`src/rtl/max_unpool.sv`:
```
// max_unpool: inverse of the 2x2/stride-2 max-pooling stage.
// Stores n*n pooled entries {value, window position} and streams them back out
// as a SIZE x SIZE raster map. Each value lands at its recorded argmax position,
// and the other three positions of its window read as zero.
// Optional feature: define UNPOOL_ERR_EN to add a sticky err output. The flag
// reports a load with his_in > 3 or with addr_in >= n*n.
module max_unpool #(
   parameter int n    = 3,
   parameter int SIZE = n + n,
   parameter int DW   = 16
) (
   input  logic          clk,
   input  logic          reset,
   input  logic          en_load,
   input  logic [DW-1:0] pool_in,
   input  logic [2:0]    his_in,
   input  logic [5:0]    addr_in,
   input  logic          en_unpool,
   input  logic          out_ready,
   output logic [DW-1:0] unpool_out,
   output logic [5:0]    out_addr,
   output logic          out_valid,
   output logic          done_unpool
`ifdef UNPOOL_ERR_EN
   ,
   output logic          err
`endif
);

   localparam int         N_ENT = n * n;
   localparam int         IW    = (N_ENT > 1) ? $clog2(N_ENT) : 1;
   localparam logic [2:0] LAST  = 3'(SIZE - 1);

   typedef enum logic [1:0] {IDLE, STREAM, DONE} state_e;

   state_e          state_q, state_d;
   logic [2:0]      r_q, r_d;
   logic [2:0]      c_q, c_d;
   logic [DW-1:0]   val_q [N_ENT];
   logic [DW-1:0]   val_d [N_ENT];
   logic [1:0]      his_q [N_ENT];
   logic [1:0]      his_d [N_ENT];

   logic            load_cmd;
   logic            addr_ok;
   logic            his_ok;
   logic            wr_en;
   logic [IW-1:0]   wr_idx;
   logic [IW-1:0]   p_idx;
   logic [1:0]      quad;

`ifdef UNPOOL_ERR_EN
   logic            err_q, err_d;
`else
   logic            unused_his;
   // Without error reporting, his_in[2] carries no meaning and is ignored.
   assign unused_his = his_in[2];
`endif

   // Load qualification: loads are accepted only outside STREAM and only for in-range addresses.
   always_comb begin
      load_cmd = en_load && (state_q != STREAM);
      addr_ok  = addr_in < 6'(N_ENT);
`ifdef UNPOOL_ERR_EN
      his_ok   = !his_in[2];
      err_d    = err_q | (load_cmd && (!addr_ok || !his_ok));
`else
      his_ok   = 1'b1;
`endif
      wr_en    = load_cmd && addr_ok && his_ok;
      wr_idx   = IW'(addr_in);
   end

   // Storage update: copy the current contents, then overwrite the addressed entry.
   always_comb begin
      // NOTE: every combinational output gets a default first, so no path can leave it unassigned and infer a latch.
      val_d = val_q;
      his_d = his_q;
      if (wr_en) begin
         val_d[wr_idx] = pool_in;
         his_d[wr_idx] = his_in[1:0];
      end
   end

   // Next-state and raster position logic.
   always_comb begin
      state_d = state_q;
      r_d     = r_q;
      c_d     = c_q;
      case (state_q)
         IDLE, DONE: begin
            // A load wins over a start request in the same cycle.
            if (en_load) begin
               state_d = IDLE;
            end else if (en_unpool) begin
               state_d = STREAM;
               r_d     = '0;
               c_d     = '0;
            end
         end
         STREAM: begin
            if (out_ready) begin
               if (c_q == LAST) begin
                  c_d = '0;
                  if (r_q == LAST) state_d = DONE;
                  else             r_d     = r_q + 3'd1;
               end else begin
                  c_d = c_q + 3'd1;
               end
            end
         end
         default: state_d = IDLE;
      endcase
   end

   // State, position and storage registers with synchronous reset.
   always_ff @(posedge clk) begin
      // NOTE: sequential state uses non-blocking assignments so that every flop samples the pre-edge values.
      if (reset) begin
         state_q <= IDLE;
         r_q     <= '0;
         c_q     <= '0;
         // NOTE: storage is explicitly cleared on reset because an unwritten window must unpool to zeros.
         // This keeps the storage as resettable flops and stops it from being inferred as a RAM.
         for (int i = 0; i < N_ENT; i++) begin
            val_q[i] <= '0;
            his_q[i] <= '0;
         end
`ifdef UNPOOL_ERR_EN
         err_q   <= 1'b0;
`endif
      end else begin
         state_q <= state_d;
         r_q     <= r_d;
         c_q     <= c_d;
         val_q   <= val_d;
         his_q   <= his_d;
`ifdef UNPOOL_ERR_EN
         err_q   <= err_d;
`endif
      end
   end

   // Output decode: the unpooled value is a lookup from the registered position and the storage.
   always_comb begin
      unpool_out  = '0;
      out_addr    = '0;
      out_valid   = 1'b0;
      done_unpool = 1'b0;
      p_idx       = IW'(int'(r_q >> 1) * n + int'(c_q >> 1));
      quad        = {r_q[0], c_q[0]};
      case (state_q)
         STREAM: begin
            out_valid = 1'b1;
            out_addr  = 6'(int'(r_q) * SIZE + int'(c_q));
            if (his_q[p_idx] == quad) unpool_out = val_q[p_idx];
         end
         DONE:    done_unpool = 1'b1;
         default: ;
      endcase
   end

`ifdef UNPOOL_ERR_EN
   assign err = err_q;
`endif

endmodule
```
`config.mk`:
```
export PLATFORM = sky130hd
export DESIGN_NAME = max_unpool
export DESIGN_NICKNAME = d
export VERILOG_FILES = /design/src/rtl/max_unpool.sv
export SDC_FILE = /design/constraint.sdc
export NUM_CORES = 1
export LEC_CHECK = 0
export ABC_CLOCK_PERIOD_IN_PS = 8600
export CAP_MARGIN = 0
export CORE_MARGIN = 4
export CORE_UTILIZATION = 65
export CTS_BUF_LIST = sky130_fd_sc_hd__clkbuf_8
export DETAILED_ROUTE_END_ITERATION = 6
export PLACE_DENSITY_LB_ADDON = 0.3
export SLEW_MARGIN = 20
export SYNTH_ARGS = -nofsm -noshare
export SYNTH_HDL_FRONTEND = slang
export SYNTH_SLANG_ARGS = --single-unit
```
`constraint.sdc`:
```
create_clock -name clk -period 8.6 [get_ports clk]
set_input_delay 2.58 -clock clk [delete_from_list [all_inputs] [get_ports clk]]
set_output_delay 2.58 -clock clk [all_outputs]
set_load 0.03 [all_outputs]
```
==> out/qor.yml <==
cts.path.max_buffers: 2
cts_root_buf: "clkbuf_8"
syn_nets: 910
routed_wl_um: 19500
crit_family: "simple AND/OR/NAND/NOR gates"
htreeDepth: 4
syn_inst: 868
fmax_mhz: 123
worst_pin_slew_ps: 1080
gp_congestion: 0.852
post_cts_resize_count: 0
drive_above_1_share_pct: 7.91
io_buffers: 52
reg2reg_slack_ps: 6030
die_h_um: 119
cp_slowest_cell: "fa_1"
grt_start_max_net_pins: 107
hold_viol: 0
final_nets: 914
p_leak_nw: 3.73
min_path_type: "reg2reg"
core_area_mm2: 0.0121
diodes: 0
synth-seq-area-share_pct: 42.5
grt_usage_pct: 28.2
final_common_cell: "dfxtp_1"
post_cts.repair.setup_buffers: 0
synth-edff-count: 0
dpl.hpwl_um: 12300
rows: 40
reg2regPathDepth: 7
drv_slew: 0
whs_endpoint: "val_q[26]"
whs_path_depth: 2
crit_type: "reg2out"
endpoint_kind: "output pin"
drt_iter0_drc: 671
finClkSkew_ps: 11.0
synth_ff_type: "dfxtp_1"
drt_pass1_iterations: 7
grt_pass1_vias: 6448
violations: "design-rule violations"
avgViaCountPerCell: 6.06
finalPower_mw: 1.57
numCtsBuffers: 17
met1Wirelength_um: 8030
ys.warnings.count: 0
die_x_um: 119
reg2reg_to: "val_q[86]"
crit_path_cell_trace: "inv_1, fa_1, inv_1, ha_2, inv_1, fa_1, buf_4, nor2b_1, nand3_1, mux2i_1, nand4b_1, nor3_1, clkdlybuf4s50_1"
syn-cell-area_mm2: 0.00802
rsz0062_at_grt: "no"
crit_buf_inv: 5
reg2reg_from: "state_q[1]"
critPathLaunchType: "register"
insertion_delay_ps: 470
wl_met2_um: 9650
cp_common_cell: "inv_1"
path_max_fanout: 16
place_area_mm2: 0.00842
stdcell_count: 1053
met3WireLength_um: 1280
preCtsSetupSlack_ps: 994
max_stage_delay_ps: 770
clk_pin_slew_ps: 80
antenna_found_initial: 0
powerDensity_mw_per_mm2: 177
cts_tree: "yes"
num_io_pins: 54
final_area_mm2: 0.00888
min_period_ps: 8140
async_flop_share_pct: 0
slew-limit-headroom_pct: 28.2
top_layer_used: "met4"
finalCritPeriodShare_pct: 94.7
wire_per_inst_um: 18.5
initial_core_util_pct: 66.5
grt_pass1_wl_um: 31800
num_vias: 6377
min-delay-start: "val_q[26]"
syn_to_final_growth_pct: 10.8
irDropWorstVdd_uv: 123
grt-ovfl-total: 0
placed_cells: 1021
max_cap_viol_count: 0
hold_buffers: 0
outcome: "complete, but fails checks"
worst_slack_ps: 457
dieArea_mm2: 0.0142
setup_viol: 0
syn_avg_cell_area_um2: 9.23
ys_ff_latch: 170
crit_arrival_ps: 5560
drc: 1
required_ps: 6020
most-common-layout-cells: "dfxtp_1, mux2i_1, nand2_1"
fin_setup_tns_ps: 0
synthDistinctLibCells: 38
clock-sinks: 170
drtAntennaViolNets: 0
-- cell usage after synthesis, drive strengths merged (5+ instances only) --
cell type	number	area, um^2
clkbuf	31	116
nor2	120	450
nand3	5	30.0
dfxtp	170	3400
nor3	23	115
a21oi	80	400
buf	46	300
mux4	18	405
inv	9	33.8
xor2	5	43.8
a32oi	16	140
nand2	133	517
ha	8	100
and2	5	31.3
mux2i	150	1500
nand3b	5	37.5
nor2b	21	131
-- per-layer routing --
layer  track usage (%)  vias to the layer above
li1                  -                     2953
met3              5.46                       52
met4              14.8                        0
met1              35.3                     3096
met5                 0                        -
met2              46.2                      276
-- stage by stage --
| step | util, % | hold slack (ps) |
|---|---|---|
| finish | 73.6 | 458 |
| global route | 73.6 | 469 |
| CTS | 73.6 | 457 |
| detailed placement | 69.8 | 446 |
| global placement | 69.8 | 438 |
| floorplan | - | 433 |
-- state kept, by name, summed over array words and instances (netlist names) --
register and flops:
c_q 3, val_q 144, state_q 2, r_q 3
his_q 18
-- worst max-delay path by stage --
stage,from,endpoint,slack [ps],cells after the start
after global placement,r_q[2],unpool_out[15],1260,13
after floorplan,r_q[2],unpool_out[10],2320,14
after detailed placement,r_q[2],unpool_out[3],990,13
after CTS,r_q[2],unpool_out[5],490,13
final,r_q[2],unpool_out[3],460,13
after global routing,r_q[2],unpool_out[6],240,13
-- report_power, final --
part	switching (mW)	internal [mW]	total, mW	leakage [nW]
clock	0.292	0.355	0.647	0.232
sequential	0.00691	0.792	0.799	1.37
combinational	0.0805	0.0443	0.125	2.13
total	0.380	1.19	1.57	3.73
-- cell families after synthesis --
logic type / synth area share [%]
multiplexers: 23.8
buffers and inverters: 5.62
AO/OA/AOI/OAI: 7.31
flip-flops: 42.5
adder cells (fa/ha/maj): 2.25
AND/OR/NAND/NOR: 17.6
XOR/XNOR: 0.983
-- final cells by class --
cell class | count | area [um^2]
clock buffers | 18 | 248
clock inverters | 14 | 214
fillers | 865 | 3180
inverters | 9 | 33.8
multi-input cells | 612 | 4160
flip-flops and latches | 170 | 3400
well taps | 168 | 210
repair buffers | 62 | 606
-- worst reg2reg max path: cells and delay by family, from the launching register on --
family | cells | cell delay (ps)
buf+inv | 2 | 510
mux | 1 | 250
flops | 1 | 360
simple gates | 4 | 1320
Note: power is estimated with default switching activity, not from simulation.
